`src/rtl/spi_pkg.sv`:
```
// Shared frame layout, FSM encoding and field helpers for the SPI frame receiver.
package spi_pkg;

    localparam int FRAME_W  = 16;
    localparam int CMD_W    = 3;
    localparam int DATA_W   = 12;
    localparam int CMD_LSB  = FRAME_W - CMD_W;
    localparam int DATA_LSB = 1;
    localparam int CNT_W    = $clog2(FRAME_W + 1);

    localparam logic [CMD_W-1:0] CMD_DAC_WRITE = 3'b001;

    typedef enum logic [1:0] {
        ST_IDLE    = 2'd0,
        ST_SHIFT   = 2'd1,
        ST_COMMIT  = 2'd2,
        ST_WAIT_SS = 2'd3
    } state_t;

    function automatic logic [CMD_W-1:0] frame_cmd(input logic [FRAME_W-1:0] frame);
        return frame[CMD_LSB +: CMD_W];
    endfunction

    function automatic logic [DATA_W-1:0] frame_payload(input logic [FRAME_W-1:0] frame);
        return frame[DATA_LSB +: DATA_W];
    endfunction

endpackage

```
`src/rtl/spi_sync_edge.sv`:
```
// Multi-flop synchroniser for an asynchronous pin, with single-cycle rise/fall pulses.
module spi_sync_edge #(
    parameter int   STAGES     = 2,
    parameter logic IDLE_LEVEL = 1'b0
) (
    input  logic clk,
    input  logic rst,
    input  logic din,
    output logic rise,
    output logic fall
);

    logic [STAGES-1:0] sync_q;
    logic              prev_q;

    // NOTE: sequential state always uses <=, so every flop samples the pre-edge values of the others.
    always_ff @(posedge clk or posedge rst) begin
        if (rst) begin
            sync_q <= {STAGES{IDLE_LEVEL}};
            prev_q <= IDLE_LEVEL;
        end else begin
            sync_q <= {sync_q[STAGES-2:0], din};
            prev_q <= sync_q[STAGES-1];
        end
    end

    assign rise = sync_q[STAGES-1] & ~prev_q;
    assign fall = ~sync_q[STAGES-1] & prev_q;

endmodule

```
`src/rtl/spi_frame_rx.sv`:
```
// SPI mode-0 responder: deserialises 16-bit command frames onto a valid/ready port and
// echoes the last accepted frame on MISO during the next transfer.
module spi_frame_rx
    import spi_pkg::*;
#(
    parameter logic [CMD_W-1:0] CMD_EXPECT  = CMD_DAC_WRITE,
    parameter int               SYNC_STAGES = 2
) (
    input  logic               clk,
    input  logic               rst,
    input  logic               SCLK,
    input  logic               SS,
    input  logic               MOSI,
    output logic               MISO,
    output logic [FRAME_W-1:0] out_data,
    output logic [CMD_W-1:0]   out_cmd,
    output logic [DATA_W-1:0]  out_payload,
    output logic               out_cmd_ok,
    output logic               out_valid,
    input  logic               out_ready,
    output logic               frame_err,
    output logic               overrun,
    output logic               busy
);

    logic                   sclk_rise, sclk_fall, ss_rise, ss_fall;
    logic [SYNC_STAGES-1:0] mosi_sync;
    logic                   mosi_s;
    state_t                 state;
    logic [FRAME_W-1:0]     sr, miso_sr, echo;
    logic [CNT_W-1:0]       bit_cnt;
    logic                   commit;

    spi_sync_edge #(.STAGES(SYNC_STAGES), .IDLE_LEVEL(1'b0)) u_sclk_sync (
        .clk  (clk),
        .rst  (rst),
        .din  (SCLK),
        .rise (sclk_rise),
        .fall (sclk_fall)
    );

    // SS idles high, so its chain starts there to avoid a phantom edge out of reset.
    spi_sync_edge #(.STAGES(SYNC_STAGES), .IDLE_LEVEL(1'b1)) u_ss_sync (
        .clk  (clk),
        .rst  (rst),
        .din  (SS),
        .rise (ss_rise),
        .fall (ss_fall)
    );

    always_ff @(posedge clk or posedge rst) begin
        if (rst) mosi_sync <= '0;
        else     mosi_sync <= {mosi_sync[SYNC_STAGES-2:0], MOSI};
    end

    assign mosi_s = mosi_sync[SYNC_STAGES-1];
    assign commit = (state == ST_COMMIT);

    always_ff @(posedge clk or posedge rst) begin
        if (rst) begin
            state     <= ST_IDLE;
            sr        <= '0;
            bit_cnt   <= '0;
            miso_sr   <= '0;
            MISO      <= 1'b0;
            frame_err <= 1'b0;
            busy      <= 1'b0;
        end else begin
            frame_err <= 1'b0;
            unique case (state)
                ST_IDLE: begin
                    if (ss_fall) begin
                        state   <= ST_SHIFT;
                        busy    <= 1'b1;
                        bit_cnt <= '0;
                        sr      <= '0;
                        miso_sr <= echo;
                        MISO    <= echo[FRAME_W-1];
                    end
                end
                ST_SHIFT: begin
                    if (ss_rise) begin
                        frame_err <= (bit_cnt != '0);
                        state     <= ST_IDLE;
                        busy      <= 1'b0;
                        MISO      <= 1'b0;
                    end else begin
                        if (sclk_rise) begin
                            sr      <= {sr[FRAME_W-2:0], mosi_s};
                            bit_cnt <= bit_cnt + CNT_W'(1);
                            if (bit_cnt == CNT_W'(FRAME_W - 1)) state <= ST_COMMIT;
                        end
                        if (sclk_fall) begin
                            miso_sr <= miso_sr << 1;
                            MISO    <= miso_sr[FRAME_W-2];
                        end
                    end
                end
                ST_COMMIT: begin
                    if (ss_rise) begin
                        state <= ST_IDLE;
                        busy  <= 1'b0;
                        MISO  <= 1'b0;
                    end else begin
                        state <= ST_WAIT_SS;
                    end
                end
                ST_WAIT_SS: begin
                    if (ss_rise) begin
                        state <= ST_IDLE;
                        busy  <= 1'b0;
                        MISO  <= 1'b0;
                    end else if (sclk_rise) begin
                        frame_err <= 1'b1;
                    end
                end
                default: state <= ST_IDLE;
            endcase
        end
    end

    // Holding register: a commit loads when the slot is free or being drained this same edge.
    always_ff @(posedge clk or posedge rst) begin
        if (rst) begin
            out_data    <= '0;
            out_cmd     <= '0;
            out_payload <= '0;
            out_cmd_ok  <= 1'b0;
            out_valid   <= 1'b0;
            overrun     <= 1'b0;
            echo        <= '0;
        end else begin
            overrun <= 1'b0;
            if (commit && out_valid && !out_ready) begin
                overrun <= 1'b1;
            end else if (commit) begin
                out_data    <= sr;
                out_cmd     <= frame_cmd(sr);
                out_payload <= frame_payload(sr);
                out_cmd_ok  <= (frame_cmd(sr) == CMD_EXPECT);
                out_valid   <= 1'b1;
                echo        <= sr;
            end else if (out_valid && out_ready) begin
                out_valid <= 1'b0;
            end
        end
    end

endmodule

```
`config.mk`:
```
export PLATFORM = sky130hd
export DESIGN_NAME = spi_frame_rx
export DESIGN_NICKNAME = d
export VERILOG_FILES = /design/src/rtl/spi_pkg.sv /design/src/rtl/spi_sync_edge.sv /design/src/rtl/spi_frame_rx.sv
export SDC_FILE = /design/constraint.sdc
export NUM_CORES = 1
export LEC_CHECK = 0
export ABC_AREA = 1
export BUFFER_PORTS_ARGS = -buffer_cell sky130_fd_sc_hd__buf_4
export CORE_MARGIN = 4
export CORE_UTILIZATION = 40
export DETAILED_ROUTE_END_ITERATION = 12
export GPL_TIMING_DRIVEN = 0
export PLACE_DENSITY_LB_ADDON = 0.2
export SLEW_MARGIN = 20
export SYNTH_ARGS = -nofsm -noshare
export SYNTH_HDL_FRONTEND = slang
export SYNTH_SLANG_ARGS = --single-unit
```
`constraint.sdc`:
```
create_clock -name clk -period 2.05 [get_ports clk]
set_clock_uncertainty 0.15 [all_clocks]
set_input_delay 0.1025 -clock clk [delete_from_list [all_inputs] [get_ports clk]]
set_output_delay 0.1025 -clock clk [all_outputs]
set_load 0.1 [all_outputs]
```
======== Word level (Yosys, flattened, before mapping) ========
Cells that the tools add are included.
storage, ports and cells
  register bits ........................... 83
  logic and storage cells ................. 93
  memory bits (writable) .................. 0
  bits in latches ......................... 0
  output and inout bits ................... 37
  memory bits (read-only) ................. 0
  memories ................................ 0
  input port bits ......................... 6
cells by class
  order comparisons ....................... 0
  multiplexer cells ....................... 33
  bitwise gates (word level) .............. 9
  div/mod/pow operators ................... 0
  multiply operators ...................... 0
  $add $sub $neg .......................... 1
  reduce and logical (&&, ||, !) cells .... 17
  shifts and indexed selects .............. 0
  equality and inequality tests ........... 15
operator list
  kind                 count
  $mux 16              3
  $mux 15              3
  $pmux 16 s2          1
  $pmux 15 s2          1
  $mux 5               3
  $mux 2               6
  $reduce_and 4->1     3
  $mux 1               11
  $ne 2x2->1 const B   5
  $pmux 5 s2           1
  $ne 3x3->1 const B   3
  $pmux 2 s4           1
  $reduce_and 2->1     3
  $add 5x1->5 const B  1
  $eq 5x4->1 const B   1
  $not 1->1            5
  $reduce_bool 5->1    1
  $and 1x1->1          4
  $eq 2x2->1 const B   2
  $ne 2x1->1 const B   2
  $pmux 1 s2           2
  $reduce_bool 2->1    2
  $eq 3x1->1 const B   1
  $logic_and 1x1->1    3
  7 further kinds      7

======== Logic depth before layout (Yosys ltp) ========
  depth after elaboration ................. 5
  gate-level depth with buffers ........... 8
  depth with buffers taken out ............ 7

======== Cells and area by module ========
Synthesis repeated with hierarchy kept, for this count alone.
second synthesis, totals
  cell total of the unflattened synthesis .. 380
  area total of the unflattened synthesis .. 3100.5 µm²
modules (own cells, without submodules)
  module                        times used  sequential area each (µm²)  cells each  area an instance (µm²)
  spi_frame_rx                  1           1551.5                      364         2909.0
  spi_sync_edge at u_ss_sync    1           78.8                        8           97.6
  spi_sync_edge at u_sclk_sync  1           75.1                        8           93.8

======== Worst setup path before layout ========
No wires, ideal clock.
  kind .................................... register to register
  start ................................... register out_valid
  end ..................................... register out_payload[1]
  clock period less this slack ............ 1.897 ns
  stages on the path, launching flop included .. 8
  data required time ...................... 1.824 ns
  path buffers ............................ 1
  path slack .............................. 0.153 ns
  arrival ................................. 1.671 ns
  setup time .............................. 0.076 ns
  cells stage by stage .................... dfrtp_1 -> inv_1 -> nor2_1 -> nor2_4 -> inv_2 -> buf_6 -> nand2_1 -> o21ai_1
on the way
  cells in the longest elaborated chain, start to end .. 4
ends and longest elaborated chain
  what                             RTL line             text
  from (decl)                      spi_frame_rx.sv:19   output logic out_valid,
  from (signal assigned)           spi_frame_rx.sv:129  out_valid <= 1'b0;
  from (signal assigned)           spi_frame_rx.sv:141  out_valid <= 1'b1;
  from (signal assigned)           spi_frame_rx.sv:144  out_valid <= 1'b0;
  $logic_and 1x1->1 (2 in series)  spi_frame_rx.sv:134  if (commit && out_valid && !out_ready) begin
  $not 1->1 (no line)              -
  $reduce_and 2->1 (no line)       -
  to (signal assigned)             spi_frame_rx.sv:139  out_payload <= frame_payload(sr);
  to (decl)                        spi_frame_rx.sv:17   output logic [DATA_W-1:0] out_payload,
No other way between the ends.
A chain may end at the register's enable or synchronous reset.

======== Worst setup path after layout ========
  start ................................... register state[1]
  end ..................................... register sr[5]
on the way
  cells in the longest elaborated chain, start to end .. 3
  elaborated cells on any way between the ends .. 8
  those cells by class .................... eq/ne: 4; mux: 1; reduce/logical: 3
ends and longest elaborated chain
  what                                                              RTL line            text
  from (decl)                                                       spi_frame_rx.sv:29  state_t state;
  from (signal assigned)                                            spi_frame_rx.sv:61  state <= ST_IDLE;
  from (signal assigned)                                            spi_frame_rx.sv:73  state <= ST_SHIFT;
  from (signal assigned)                                            spi_frame_rx.sv:84  state <= ST_IDLE;
  $eq 2x1->1 / $logic_not 2->1 (equally long branches)              spi_frame_rx.sv:70  unique case (state)
  $ne 2x2->1 (no line) / $reduce_bool 2->1 (equally long branches)  -
  $reduce_and 4->1 (no line)                                        -
  to (signal assigned)                                              spi_frame_rx.sv:89  sr <= {sr[FRAME_W-2:0], mosi_s};
  to (decl)                                                         spi_frame_rx.sv:30  logic [FRAME_W-1:0] sr, miso_sr, echo;
Parallel ways exist; a longest one is shown, timed or not.

==> impl_metrics.py <==
metrics = {
    "critical_path": {
        "cp.required_ps": 2180,
        "crit_type": "flip-flop to flip-flop",
        "cp_max_fo": 10,
        "arrival_ps": 1930,
        "regToRegSetupSlack_ps": 250,
        "crit_path_end": "sr[5]",
        "r2r_cells": 6,
        "rr_startpoint": "state[1]",
        "end_kind": "flip-flop",
        "reg2reg_to": "sr[5]",
        "crit_path_start": "state[1]",
        "worstSetupStartpointType": "flip-flop",
    },
    "drt": {
        "drt_iter0_drc": 165,
        "drtAntennaViolNets": 0,
        "wirelength_mm": 6.85,
        "first_pass_iters": 5,
        "vias": 2609,
        "viasPerCell": 4.73,
        "routedWlPerCell_um": 12.4,
        "drc": 0,
    },
    "synthesis": {
        "yosysUniqueCellTypes": 24,
        "yosys.area.top_type": "dfrtp_1",
        "synth_area_um2": 3150,
        "yosys_warnings": 0,
        "ys_ff_latch": 68,
        "synthCells": 386,
        "yosysSeqAreaShare": 0.541,
        "synth_largest_type_area_fraction": 0.516,
        "avgSynthCellArea_um2": 8.17,
        "syn-num-nets": 395,
        "synthTopCellsByArea": "dfrtp_1 52%, nand2_1 19%, nand3_1 5.4%, buf_4 4.0%, o21ai_0 2.9%",
    },
    "sta": {
        "finalCriticalPeriod_ps": 1800,
        "setup_viol": 0,
        "final.setup.worst_slack_ps": 251,
        "slew_headroom": 0.713,
        "hold_violations": 0,
        "rsz0062_at_grt": "no",
        "clock.fmax_ghz": 0.556,
        "tightest_slew_ps": 430,
        "fin_hold_ws_ps": 165,
        "setup_tns_ps": 0,
        "fin_crit_sh": 0.878,
        "slew_viol_final": 0,
    },
    "job": {
        "maxCapViolations": 0,
    },
    "clock_tree": {
        "cts_setup_buffers": 0,
        "cts_tree": "yes",
        "cts_buffers": 9,
        "clock_latency_ps": 340,
        "cts.sinks": 68,
        "clk_path_buf_depth": 2,
        "h-tree-depth": 3,
        "clk_pin_slew_ps": 70,
        "cts_root_buf": "clkbuf_8",
    },
    "finish": {
        "seqCellArea_um2": 1710,
        "final_cell_mix": "163 x nand2_1, 65 x dfrtp_1, 59 x buf_4",
        "final_common_cell": "nand2_1",
        "postLayoutCoreUtil": 0.499,
        "nets": 454,
        "fillers": 770,
        "n_antenna_cell": 0,
        "drive_above_1_share": 0.218,
        "multiInputGateArea_um2": 1150,
        "syn_to_final_growth_pct": 21.5,
        "final_area_um2": 3830,
    },
    "pwr": {
        "seq_power_share": 0.407,
        "switchingPower_mw": 1.69,
        "intPower_mw": 2.39,
        "switching_share": 0.415,
        "peakVddDrop_mv": 0.436,
        "power_density_nw_per_um2": 1060,
        "p_clk_frac": 0.233,
        "leakage_nw": 2.11,
        "combPwrFrac": 0.360,
    },
    "global_routing": {
        "globalRouteTotalUtil": 0.157,
        "grt_max_degree": 39,
        "grt_pass1_wl_mm": 12.1,
        "grt_antenna_before_repair": 0,
        "grt_pass1_vias": 2435,
        "grt.overflow.total": 0,
    },
    "floorplanning": {
        "start_util": 0.410,
        "dieHeight_um": 96.8,
        "fp.coreArea_um2": 7690,
        "dieWidth_um": 96.8,
        "rows": 32,
        "io_pins": 43,
        "die_area_um2": 9370,
    },
    "placement": {
        "portBuffers": 42,
        "dp_slack_ps": 268,
        "dp.final_hpwl_mm": 4.87,
        "dpl_cell_area_um2": 3620,
        "gp_congestion": 0.769,
    },
    "outcome": {
        "status": "finished clean",
    },
    "worst_hold_path": {
        "hp-class": "input pin to asynchronous set/reset pin",
    },
}
-- stage by stage --
stage,std cells,power [mW]
after CTS,552,4.13
after floorplan,386,2.77
after global placement,530,3.12
after global routing,552,4.37
after detailed placement,531,3.15
final,552,4.08
-- how the worst min path moves through the flow --
| stage | from | to | slack [ps] | cells past startpoint |
|---|---|---|---|---|
| after global routing | rst | overrun | 190 | 3 |
| final | rst | overrun | 160 | 3 |
| after floorplan | SS | u_ss_sync.sync_q[0] | -40 | 0 |
| after detailed placement | rst | overrun | -10 | 2 |
| after CTS | rst | overrun | 170 | 3 |
| after global placement | SCLK | u_sclk_sync.sync_q[0] | 60 | 1 |
-- cell usage after synthesis --
| master | instances |
|---|---|
| dfstp_2 | 3 |
| a21oi_1 | 1 |
| o21ai_1 | 12 |
| buf_4 | 17 |
| o31ai_1 | 2 |
| inv_1 | 23 |
| dfrtp_1 | 65 |
| nor2_4 | 2 |
| a21boi_0 | 1 |
| nor3b_1 | 1 |
| nor2_1 | 18 |
| buf_2 | 6 |
| buf_6 | 3 |
| nand2_1 | 163 |
| nor2_2 | 2 |
| clkbuf_1 | 2 |
| nand3_1 | 34 |
| nand4_1 | 1 |
| inv_2 | 3 |
| ha_1 | 3 |
| nand2_2 | 4 |
| o21ai_0 | 18 |
| nand3b_1 | 1 |
| clkbuf_2 | 1 |
-- logic make-up after synthesis --
group | Yosys count | share of synthesized area
and+or+nand+nor | 226 | 0.295
DFF | 68 | 0.541
buffers and inverters | 55 | 0.0956
AOI/OAI and AO/OA | 34 | 0.0563
adders and majority gates | 3 | 0.0119
-- power groups by stage --
stage,registers [mW],clock network (mW),logic [mW]
6_report,1.66,0.951,1.47
5_1_grt,1.69,1.05,1.63
4_1_cts,1.66,0.981,1.48
3_5_place_dp,1.69,0,1.47
3_3_place_gp,1.68,0,1.45
2_1_floorplan,1.87,0,0.899
-- state kept, by name, summed over array words and instances (netlist names), 3 cells and up --
register and count:
miso_sr 15, out_cmd 3, out_payload 11, sr 16, bit_cnt 5
-- cell type report --
type,instances,area share
flip-flops and latches,68,0.445
multi-input cells,263,0.299
repair buffers,48,0.101
plain buffers,29,0.0532
clock buffers,13,0.0389
well taps,102,0.0333
inverters,26,0.0261
clock inverters,3,0.00392
-- routing by layer --
layer	GRT usage	wire length, um	up-vias
li1	-	-	1313
met1	0.213	3190	1238
met2	0.242	3290	49
met3	0.0339	269	9
met4	0.0670	106	0
met5	0	0	-
-- timing repair --
item | 4_1_cts | 5_1_grt
endpoints found under the hold margin | 63 | 0
gates resized for setup | 0 | 0
hold buffers | 5 | 0
-- critical path, cell delays in order (launching register included) --
cell	delay, ps
dfrtp_1	470
nor2_2	190
nand2_1	150
nand2_1	180
clkbuf_1	350
o21ai_0	160
nand2_1	80
Note: power is estimated with default switching activity, not from simulation.
